$ cat config.mk
export PLATFORM = sky130hd
export DESIGN_NAME = window_sequencer
export DESIGN_NICKNAME = d
export VERILOG_FILES = /design/src/rtl/lsh_pkg.sv /design/src/rtl/window_shift_reg.sv /design/src/rtl/window_sequencer.sv
export SDC_FILE = /design/constraint.sdc
export NUM_CORES = 1
export LEC_CHECK = 0
export BUFFER_PORTS_ARGS = -buffer_cell sky130_fd_sc_hd__buf_2
export CAP_MARGIN = 5
export CORE_ASPECT_RATIO = 0.75
export CORE_MARGIN = 5
export CORE_UTILIZATION = 23
export CTS_CLUSTER_DIAMETER = 120
export DETAILED_ROUTE_END_ITERATION = 8
export MAX_ROUTING_LAYER = met4
export PLACE_DENSITY_LB_ADDON = 0.1
export RECOVER_POWER = 50
export SLEW_MARGIN = 20
export SYNTH_ARGS = -nofsm -noshare
export SYNTH_HDL_FRONTEND = slang
export SYNTH_SLANG_ARGS = --single-unit
export TNS_END_PERCENT = 30
$ cat constraint.sdc
create_clock -name clk -period 3.1 [get_ports clk]
set_input_delay 0.155 -clock clk [delete_from_list [all_inputs] [get_ports clk]]
set_output_delay 0.155 -clock clk [all_outputs]
set_load 0.01 [all_outputs]
$ cat src/rtl/lsh_pkg.sv
// lsh_pkg: shared base encoding, window id type and sequencer state enum.
package lsh_pkg;
    typedef logic [1:0] base_t;
    localparam base_t BASE_A = 2'b00;
    localparam base_t BASE_C = 2'b01;
    localparam base_t BASE_G = 2'b10;
    localparam base_t BASE_T = 2'b11;
    typedef logic [31:0] window_id_t;
    localparam logic signed [31:0] NO_MATCH = -32'sd1;
    typedef enum logic [2:0] {IDLE, START_RST, FILL, HASH, COMMIT, HRST, CALC, DONE} seq_state_e;
endpackage

$ cat src/rtl/window_shift_reg.sv
// window_shift_reg: window array; each shift moves BASES_PER_BEAT new bases in at the youngest end.
module window_shift_reg import lsh_pkg::*; #(
    parameter int WINDOW_SIZE    = 128,
    parameter int BASES_PER_BEAT = 1
) (
    input  logic                        clk,
    input  logic                        rst,
    input  logic                        shift,
    input  logic [2*BASES_PER_BEAT-1:0] bases,
    output base_t                       window [WINDOW_SIZE]
);
    always_ff @(posedge clk) begin
        if (rst) window <= '{default: '0};
        else if (shift) begin
            for (int i = 0; i < WINDOW_SIZE - BASES_PER_BEAT; i++) window[i] <= window[i + BASES_PER_BEAT];
            for (int i = 0; i < BASES_PER_BEAT; i++) window[WINDOW_SIZE - BASES_PER_BEAT + i] <= bases[2*i +: 2];
        end
    end
endmodule

$ cat src/rtl/window_sequencer.sv
// window_sequencer: slices a base stream into overlapping windows and sequences hasher/hash_table/stats.
// Optional WINDOW_SEQUENCER_OVERFLOW_CHECK_EN: reference windows past MAX_WINDOWS skip insert and set overflow.
module window_sequencer import lsh_pkg::*; #(
    parameter int WINDOW_SIZE    = 128,
    parameter int KMER_SIZE      = 16,
    parameter int BASES_PER_BEAT = 1,
    parameter int MAX_WINDOWS    = 512,
    parameter int OP_CYCLES      = 2,
    parameter int RST_CYCLES     = 2
) (
    input  logic                        clk,
    input  logic                        reset_window_sequencer,
    input  logic                        seq_start,
    input  logic                        seq_is_reference,
    output logic                        seq_busy,
    input  logic                        in_valid,
    output logic                        in_ready,
    input  logic [2*BASES_PER_BEAT-1:0] in_bases,
    input  logic                        in_last,
    output base_t                       window [WINDOW_SIZE],
    output window_id_t                  window_id,
    output logic                        ready_for_hashing,
    input  logic                        hashing_is_done,
    output logic                        reset_window_hasher,
    output logic                        reset_stats,
    output logic                        is_insert,
    output logic                        is_query,
    output logic                        calculate_matched_window,
    input  logic signed [31:0]          matched_window_id,
    output logic                        result_valid,
`ifdef WINDOW_SEQUENCER_OVERFLOW_CHECK_EN
    output logic                        overflow,
`endif
    output logic signed [31:0]          result_window_id
);
    localparam int FW     = $clog2(WINDOW_SIZE + 1);
    localparam int STRIDE = WINDOW_SIZE - KMER_SIZE + 1;

    if (STRIDE % BASES_PER_BEAT != 0 || MAX_WINDOWS < 1) begin : g_bad_cfg
        $error("window stride must be a multiple of BASES_PER_BEAT");
    end

    seq_state_e    state, state_n, end_state;
    logic [7:0]    cnt;
    logic [FW-1:0] fill;
    logic          is_ref, last_pend, accept, full, skip;

    window_shift_reg #(.WINDOW_SIZE(WINDOW_SIZE), .BASES_PER_BEAT(BASES_PER_BEAT)) u_shift (
        .clk(clk), .rst(reset_window_sequencer), .shift(accept), .bases(in_bases), .window(window)
    );

`ifdef WINDOW_SEQUENCER_OVERFLOW_CHECK_EN
    assign skip = is_ref && window_id >= window_id_t'(MAX_WINDOWS);
`else
    assign skip = 1'b0;
`endif

    assign seq_busy                 = state != IDLE;
    assign in_ready                 = state == FILL;
    assign ready_for_hashing        = state == HASH;
    assign reset_window_hasher      = state == START_RST || state == HRST;
    assign reset_stats              = state == START_RST;
    assign is_insert                = state == COMMIT && is_ref;
    assign is_query                 = state == COMMIT && !is_ref;
    assign calculate_matched_window = state == CALC;
    assign result_valid             = state == DONE;

    always_comb begin
        accept    = state == FILL && in_valid;
        full      = fill + FW'(BASES_PER_BEAT) == FW'(WINDOW_SIZE);
        end_state = is_ref ? IDLE : CALC;
        state_n   = state;
        unique case (state)
            IDLE:      state_n = seq_start ? START_RST : IDLE;
            START_RST: state_n = cnt == 8'(RST_CYCLES - 1) ? FILL : START_RST;
            FILL:      state_n = !accept ? FILL : full ? HASH : in_last ? end_state : FILL;
            // a window completed by the final beat goes straight to end handling, skipping HRST
            HASH:      state_n = !hashing_is_done ? HASH : !skip ? COMMIT : last_pend ? end_state : HRST;
            COMMIT:    state_n = cnt != 8'(OP_CYCLES - 1) ? COMMIT : last_pend ? end_state : HRST;
            HRST:      state_n = cnt == 8'(RST_CYCLES - 1) ? FILL : HRST;
            CALC:      state_n = cnt == 8'(OP_CYCLES - 1) ? DONE : CALC;
            DONE:      state_n = IDLE;
            default:   state_n = IDLE;
        endcase
    end

    always_ff @(posedge clk) begin
        if (reset_window_sequencer) begin
            state            <= IDLE;
            cnt              <= '0;
            fill             <= '0;
            is_ref           <= 1'b0;
            last_pend        <= 1'b0;
            window_id        <= '0;
            result_window_id <= NO_MATCH;
`ifdef WINDOW_SEQUENCER_OVERFLOW_CHECK_EN
            overflow         <= 1'b0;
`endif
        end else begin
            state <= state_n;
            cnt   <= (state_n != state) ? '0 : cnt + 8'd1;
            if (state == IDLE && seq_start) begin
                is_ref    <= seq_is_reference;
                window_id <= '0;
                fill      <= '0;
                last_pend <= 1'b0;
`ifdef WINDOW_SEQUENCER_OVERFLOW_CHECK_EN
                overflow  <= 1'b0;
`endif
            end
            if (accept) begin
                fill      <= fill + FW'(BASES_PER_BEAT);
                last_pend <= last_pend | in_last;
            end
            // the shift register already holds the overlap; only the count rewinds
            if (state == HRST && state_n == FILL) begin
                fill      <= FW'(KMER_SIZE - 1);
                window_id <= window_id + 32'd1;
            end
            if (state == CALC && state_n == DONE) result_window_id <= matched_window_id;
`ifdef WINDOW_SEQUENCER_OVERFLOW_CHECK_EN
            if (state == HASH && hashing_is_done && skip) overflow <= 1'b1;
`endif
        end
    end
endmodule
* After elaboration in Yosys (flattened, before gate mapping)
Index checks and enable logic that the tools add are counted. W data, S select, Z words.
Word-level totals: logic and storage cells 187, input bits 41, output and inout bits 329, register bits 341
Operators by class: add/sub/neg operators 3, bitwise gates (word level) 1, multiplexer cells 19, reduce and logical (&&, ||, !) cells 15, equality and inequality tests 13
Operators by type and width (number):
- $mux W32 | 2
- $add A32 B1 Y32 const B | 1
- $mux W3 | 8
- $pmux W3 S8 | 1
- $add A8 B1 Y8 const B | 2
- $mux W8 | 2
- $eq A3 B3 Y1 const B | 5
- $eq A3 B2 Y1 const B | 3
- $eq A8 B1 Y1 const B | 1
- $eq A8 B8 Y1 const B | 1
- $ne A8 B1 Y1 const B | 1
- $logic_and A1 B1 Y1 | 6
- $reduce_bool A3 Y1 | 2
- $mux W1 | 4
- $mux W4 | 1
- $reduce_bool A2 Y1 | 2
- $reduce_or A2 Y1 | 2
- $eq A3 B1 Y1 const B | 1
- $logic_not A3 Y1 | 1
- $ne A3 B3 Y1 | 1
- $mux W2 | 1
- $logic_not A1 Y1 | 1
- $logic_or A1 B1 Y1 | 1
- $or A1 B1 Y1 | 1

* Longest topological paths before layout
Gate-level depths: netlist (run 1).
depth in word-level cells 8, gate-level depth with buffers 9, gate-level depth less buffers 7

* Hierarchy
Synthesis (run 1) repeated with hierarchy kept, for this count alone.
Second synthesis, totals: cells, all modules 1344, area total of the unflattened synthesis 13280.2 um^2
Modules (own cells, without submodules):
- window_shift_reg | cells an instance 825, area an instance 9322.7 um^2, times used 1, seq. area each 5124.9 um^2
- window_sequencer | cells an instance 519, area an instance 3957.5 um^2, times used 1, seq. area each 1701.6 um^2

* Worst setup path before layout (run 1)
OpenSTA, ideal clock, no wires.
kind register to register, from register cnt[0], to register window_id[17], path buffers 1, path slack 1183 ps, required time 3038 ps, arrival time 1855 ps, setup time 62 ps, clock period less this slack 1917 ps, cell stages (with the launch flop) 8, cells stage by stage dfxtp_1 ha_1 nor4b_4 and3_1 buf_6 nand3_4 or4_1 nand3_1
On the way: longest elaborated chain between the ends 6, elaborated cells on any way between the ends 11, classes of those cells eq/ne (3); mux (6); reduce/logical (2)
RTL lines:
- start: declaration | line window_sequencer.sv:44 | logic [7:0] cnt;
- start signal: assignment | line window_sequencer.sv:101 | cnt <= (state_n != state) ? '0 : cnt + 8'd1;
- $eq A8 B1 Y1 or $ne A8 B1 Y1 (tied branches)
- $mux W1 (tied with other cells) | line window_sequencer.sv:81 | CALC: state_n = cnt == 8'(OP_CYCLES - 1) ? DONE : CALC;
- $pmux W3 S8 * | line window_sequencer.sv:73 | unique case (state)
- $eq A3 B2 Y1 * | line window_sequencer.sv:116 | if (state == HRST && state_n == FILL) begin
- $logic_and A1 B1 Y1 * | line window_sequencer.sv:116
- $mux W32 or $reduce_bool A2 Y1 (tied branches)
- end signal: assignment | line window_sequencer.sv:118 | window_id <= window_id + 32'd1;
- end: declaration | line window_sequencer.sv:21 | output window_id_t window_id,
Every way passes the cells marked *; elsewhere a longest branch is shown, timed or not. A chain may end at the register's enable or synchronous reset.

* Worst setup path in the final report (run 1)
from register cnt[0], to register window_id[13]
The elaborated chain is that of the path after synthesis.

==> results of run 1 <==
cell families after synthesis:
logic type / after synthesis / share of synthesized area
compound gates: 358 / 0.148
xor+xnor: 9 / 0.00618
fa+ha+maj: 4 / 0.00392
buf+inv: 135 / 0.0433
flops: 341 / 0.535
mux: 1 / 0.000785
simple gates: 793 / 0.263
sequential cells by signal (all words and copies together) (netlist names):
name              count
u_shift.window      256
result_window_id     32
window_id            32
last_pend             1
cnt                   8
state                 3
fill                  8
is_ref                1
how the worst min path moves through the flow:
stage	from	to	slack, ns	cells past startpoint
CTS	hashing_is_done	state[1]	0.02	5
finish	seq_start	is_ref	0.07	5
floorplan	matched_window_id[0]	result_window_id[0]	0.28	2
detailed placement	matched_window_id[18]	result_window_id[18]	0.37	3
global route	hashing_is_done	state[1]	0.04	5
global placement	matched_window_id[8]	result_window_id[8]	0.36	3
critical path, delay by kind of cell (launching register included):
family                   cells  cell delay, ns
AO/OA/AOI/OAI                1            0.09
adder cells (fa/ha/maj)      1            0.17
flip-flops                   1            0.41
AND/OR/NAND/NOR              4            1.69
cells in the final DEF, fill, tap and decap left out, types with 7 or more instances in the layout:
| cell | Yosys | final |
|---|---|---|
| nand2_1 | 620 | 620 |
| dfxtp_1 | 341 | 341 |
| clkbuf_1 | 85 | 332 |
| a21oi_1 | 287 | 287 |
| nand3_1 | 61 | 61 |
| buf_2 | 24 | 46 |
| clkbuf_16 | 0 | 41 |
| dlygate4sd3_1 | 0 | 38 |
| o21ai_0 | 35 | 35 |
| nor3_1 | 24 | 24 |
| nor2_1 | 21 | 21 |
| inv_1 | 20 | 20 |
| buf_4 | 0 | 18 |
| or3_1 | 13 | 13 |
| and3_1 | 12 | 12 |
| nand4_1 | 10 | 10 |
| clkbuf_8 | 0 | 10 |
| a31oi_1 | 9 | 9 |
| buf_12 | 0 | 8 |
| a21o_1 | 7 | 7 |
| xor2_1 | 7 | 7 |
routing by layer:
layer / share of wire / global-route usage / vias up
met3: 0.074 / 0.0407 / 69
met4: 0.022 / 0.0378 / 0
met2: 0.44 / 0.210 / 295
met1: 0.46 / 0.183 / 5669
li1: - / - / 6167
met5: 0 / - / -
timing repair:
item / CTS / global route
endpoints found under the hold margin: 75 / 0
hold buffers: 38 / 0
setup buffers: 0 / 0
final cells by class:
class | instances | area, um^2
antenna | 1 | 2.50
clock buffer | 60 | 1200
clock inverter | 11 | 209
fill | 6011 | 38000
inverter | 22 | 82.6
multi-input combinational | 1165 | 5390
sequential | 341 | 6830
tap | 722 | 903
timing repair buffer | 435 | 2140
power groups by stage:
stage          sequential [mW]  combinational [mW]  clock [mW]
2_1_floorplan             4.50               0.235           0
3_3_place_gp              4.50               0.382           0
3_5_place_dp              4.50               0.382           0
4_1_cts                   4.40               0.421        5.29
5_1_grt                   4.40               0.456        5.45
6_report                  4.41               0.412        5.05
==> results.md, run 1 <==
* Area delta synth->final at 31.3%
* Final setup viols at 0
* Max Fclk at around 410 MHz
* Reg2Reg Setup Slack at around 0.67 ns
* Worst setup margin at between 0.6 and 0.7 ns
* Cell Rows at 74
* Via count at 12200
* Critical path launch point type: register
* Later-pin clock latency in the skew report at about 0.54 ns
* Most frequent cells after synthesis: 620 x nand2_1, 341 x dfxtp_1, 287 x a21oi_1
* Post-DR wirelength/cell at 15.6 um
* Clock Path Buffers at 3
* Worst Tran Pin Value at around 0.85 ns
* Clock Power Share at 0.512
* FF-to-FF End: window_id[13]
* CTS tree: done
* Post-synth net total at roughly 1700
* Overflow after GRT at 0
* Switching share of total power at 0.221
* Placed cell count at 2647
* Slew HR at 0.430
* Core footprint at around 0.055 mm^2
* Arrival time worst endpoint at approximately 2.9 ns
* Clock slew seen by the registers of the worst setup and hold paths at about 0.06 ns
* Clk_skew at 0.0189 ns
* Post-place setup slack at 0.681 ns
* Fin crit share at 0.784
* CTS HTree Levels at 2
* Final instance area at 0.0167 mm^2
* Max_cap viols at 0
* CTS resizes at 0
* Tot Pwr at approximately 9.9 mW
* PwrDens at 589 mW/mm^2
* Cell variety after synth at 57
* Ports at 370
* Register area share after synthesis at 0.535
* Critical R2R Launch: cnt[0]
* Hold WS at around 0.074 ns
* Synth top area cells: dfxtp_1 54%, nand2_1 18%, a21oi_1 11%, clkbuf_1 2.5%, nand3_1 2.4%
* CP Launch Point: cnt[0]
* Final GP Congestion at roughly 0.75
* Critical path's slowest cell: or4_1
* Top_reg_cell synth: dfxtp_1
* Synthesis Warnings at 0
* NumNets Final at 2050
* Finished Layout Cells at approximately 2800
* Post-route ant nets at 0
* Min-Delay Path Class: input pin to register
* HPWL after DPL at 28500 um
* Post-Route WL at ~43000 um
* Crit-path max FO at 16
* GRT Overall Usage at 0.139
* Share of cells above drive strength 1 at 0.0733
* Detail-routed via count per cell at 4.43
* Die X-Extent at around 280 um
* Psw at roughly 2.2 mW
* DRT iter0 DRCs at 787
* Die area at between 0.06 and 0.07 mm^2
* LEAKAGE at between 5 and 6 nW
* Mapped Cells at 1641
* Share of power burned in registers at 0.447
* FF-to-FF path depth at 6
* Final Hold Fails at 0
* Top cell type by total area after synthesis: dfxtp_1
* Post-synth EDFFs at 0
* Max rail drop VDD at approximately 0.33 mV
* Initial Util at 0.233
* Worst Path Required at approximately 3.6 ns
* Final Core Density at 0.306
* Internal power at slightly below 8 mW
* Max incr delay on CP at ~0.56 ns
* Total CTS buffers at 40
* Vert. Die Dim at around 210 um
* Slew Viols, Final at 0
* Syn Area/Cell at slightly below 8 um^2
* Largest net degree at the start of global routing at approximately 160
* Setup TNS at 0 ns
* Most frequent cell after synthesis: nand2_1
* Number of global-route vias before repair at between 10000 and 15000
* Critical path endpoint category: register
* Kind of critical path: register to register
* DP Area at between 0.015 and 0.02 mm^2
* Netlist Area Pre-Place at between 0.01 and 0.015 mm^2
* Clock root buffer: clkbuf_16
* Status: completed
* Antenna violations before repair at 1
* I/O Buffers at roughly 370
* Yosys top cell area share at 0.535
* Yosys reg bits at ~340
* DRC Markers at 0
* RSZ-0062 raised after global routing: false
* Post-synth ARST share at 0
* Period minus WS final at between 2 and 2.5 ns
* First-pass GRT wire length at 67500 um
* Clk sinks at between 300 and 400
* Critical-path cell list: ha_1 -> nor4b_4 -> and3_1 -> nand3_4 -> or4_1 -> o21ai_0
* Comb power frac at 0.042
* Crit path to: window_id[13]
* First-pass iteration count of the detailed router at 5
Note: power is estimated with default switching activity, not from simulation.
==> run 2: changes to the inputs <==
- ABC_AREA: default -> 1
- clock period: 3.1 -> 2.4 ns (I/O delays scaled with it)
==> results.md, run 2 <==
* Critical path launch point type: register
* Most frequent cell after synthesis: nor2_1
* Register area at about 0.0068 mm^2
* Yosys reg bits at 341
* Largest net degree at the start of global routing at ~110
* Clock Path Buffers at 3
* Commonest non-fill, non-tap cell in the layout: nor2_1
* Mapped Cells at around 1800
* Setup Fix Bufs, Post-CTS at 0
* Tot Pwr at approximately 13 mW
* Worst Path Required at about 2.8 ns
* Yosys top cell area share at 0.525
* Die X-Extent at around 280 um
* Netlist Area Pre-Place at about 0.013 mm^2
* Max Fclk at 455 MHz
* Register area share after synthesis at 0.525
* Area of the multi-input gates at between 0.005 and 0.006 mm^2
* Max rail drop VDD at roughly 0.46 mV
* Max reg flops at approximately 260
* DRT iter0 DRCs at between 700 and 800
* DP Area at 0.0157 mm^2
* Fin crit share at 0.917
* Finished Layout Cells at between 2000 and 3000
* Metal-1 WL at 20500 um
* Core footprint at 0.0559 mm^2
* Later-pin clock latency in the skew report at about 0.56 ns
* Setup TNS at 0 ns
* Met3 Wirelength at 3130 um
* Area delta synth->final at 30.2%
* Final Hold Fails at 0
* Final GP Congestion at 0.805
* Share of cells above drive strength 1 at 0.0701
* Slew Viols, Final at 0
* Largest Register: u_shift.window
* Vert. Die Dim at between 200 and 250 um
* PwrDens at about 780 mW/mm^2
* Crit-path max FO at slightly above 70
* NumNets Final at 2184
* Filler cells at slightly above 6000
* Die area at slightly above 0.06 mm^2
* Post-DR wirelength/cell at between 15 and 20 um
* CTS tree: done
* Hold WS at between 0.07 and 0.08 ns
* Critical-path cell list: inv_1 -> nor2_1 -> nand2_1 -> nor2_4 -> inv_8 -> clkbuf_4 -> nor2_1 -> nor2_1
* CTS HTree Levels at 2
* Top_reg_cell synth: dfxtp_1
* Synth top area cells: dfxtp_1 53%, nor2_1 16%, o21ai_0 10%, nand2_1 5.3%, nand3_1 4.2%
* I/O Buffers at between 300 and 400
* Placed cell count at ~2800
* RSZ-0062 raised after global routing: false
* Antenna violations before repair at 4
* Clk_skew at 0.0181 ns
* Slew HR at 0.444
* Clock slew seen by the registers of the worst setup and hold paths at ~0.060 ns
* Post-Route WL at 44900 um
* Period minus WS final at between 2 and 2.5 ns
* Most frequent cells in the layout: 564 x nor2_1, 341 x dfxtp_1, 340 x clkbuf_1
* LEAKAGE at approximately 7.5 nW
* Cell Rows at 75
* Most frequent cells after synthesis: 565 x nor2_1, 341 x dfxtp_1, 265 x o21ai_0
* Top cell type by total area after synthesis: dfxtp_1
* Final instance area at 0.0169 mm^2
* Detail-routed via count per cell at 4.36
* First-pass GRT wire length at about 71000 um
* Final setup viols at 0
* Kind of critical path: register to register
* Cell variety after synth at 30
* First-pass iteration count of the detailed router at 5
* Max incr delay on CP at 0.52 ns
* Number of global-route vias before repair at ~12000
* Max_cap viols at 0
* Clk sinks at between 300 and 400
* Status: completed
* Ports at 370
* Total CTS buffers at 40
* Via count at 12700
* Post-synth EDFFs at 0
* WL met2 at a little over 20000 um
* Post-synth ARST share at 0
* Min-Delay Path Class: input pin to register
* Syn Area/Cell at ~7.4 um^2
* DRC Markers at 0
* Initial Util at 0.232
* Critical path's slowest cell: clkbuf_4
* Overflow after GRT at 0
* Clock root buffer: clkbuf_16
* Crit path top cell by count: nor2_1
* Post-synth net total at around 1800
* Arrival time worst endpoint at around 2.6 ns
* Post-route ant nets at 0
* Critical path endpoint category: register
* GRT Overall Usage at 0.144
* Leading registers by flop count: u_shift.window (256), result_window_id (32), window_id (32)
* Highest Signal Layer: met4
* HPWL after DPL at just over 30000 um
* Worst Tran Pin Value at ~0.83 ns
* Synthesis Warnings at 0
## run 2: changes by cell type in the layout (fill, tap and decap cells not counted), moves of 8 or more
cell	previous run	this run
inv_1	20	60
a31oi_1	9	0
clkbuf_1	332	340
nand2_1	620	185
and3_1	12	0
a21oi_1	287	49
o21ai_0	35	265
nand3_1	61	110
or3_1	13	0
nor2_1	21	564
## run 2: worst max-delay path: cells and delay by family (launching register included)
family	cells	cell delay, ns
and+or+nand+nor	5	0.95
DFF	1	0.35
buffers and inverters	3	0.78
## run 2: what timing repair did
item                                    4_1_cts  5_1_grt
hold buffers                                 36        0
endpoints found under the setup margin        0       32
endpoints found under the hold margin        37        0
resized for setup                             0        1
## run 2: final timing paths
| kind | startpoint | endpoint | slack [ns] | cells past startpoint |
|---|---|---|---|---|
| setup reg to reg | state[1] | u_shift.window[199] | 0.20 | 8 |
| hold reg to reg | result_window_id[1] | result_window_id[1] | 0.45 | 2 |
| setup / recovery | state[1] | u_shift.window[199] | 0.20 | 8 |
| hold / removal | hashing_is_done | state[1] | 0.08 | 6 |
## run 2: metrics by stage
stage               utilization  worst slack, ns
finish                    0.303            0.200
global route              0.303           0.0138
CTS                       0.310            0.295
detailed placement        0.281            0.316
global placement          0.281            0.303
floorplan                     -            0.603
## run 2: routing by layer
| layer | global-route usage | up-vias |
|---|---|---|
| met4 | 0.0364 | 0 |
| met2 | 0.224 | 247 |
| met5 | - | - |
| met3 | 0.0476 | 68 |
| met1 | 0.182 | 5868 |
| li1 | - | 6473 |
## run 2: final cells by class
class	instances	area share
flip-flops and latches	341	0.403
multi-input cells	1251	0.324
repair buffers	440	0.127
clock buffers	62	0.0693
well taps	731	0.0540
inverters	65	0.0154
clock inverters	9	0.00643
diodes	4	0.000591
## run 2: cell families (layout without fill, tap and decap cells)
| family | Yosys count | count (layout) | synth area share |
|---|---|---|---|
| xor gates and xnor gates | 12 | 12 | 0.00808 |
| AOI/OAI and AO/OA | 318 | 318 | 0.123 |
| adders and majority gates | 4 | 4 | 0.00385 |
| other | 0 | 4 | 0 |
| DFF | 341 | 341 | 0.525 |
| buffers and inverters | 173 | 576 | 0.0536 |
| and+or+nand+nor | 917 | 917 | 0.286 |
## run 2: where the power goes
| part | total, mW | leakage, nW | internal (mW) | switching [mW] |
|---|---|---|---|---|
| sequential | 6.04 | 2.75 | 5.88 | 0.166 |
| combinational | 1.08 | 4.12 | 0.338 | 0.742 |
| clock | 6.00 | 0.624 | 3.49 | 2.51 |
| total | 13.1 | 7.50 | 9.70 | 3.42 |
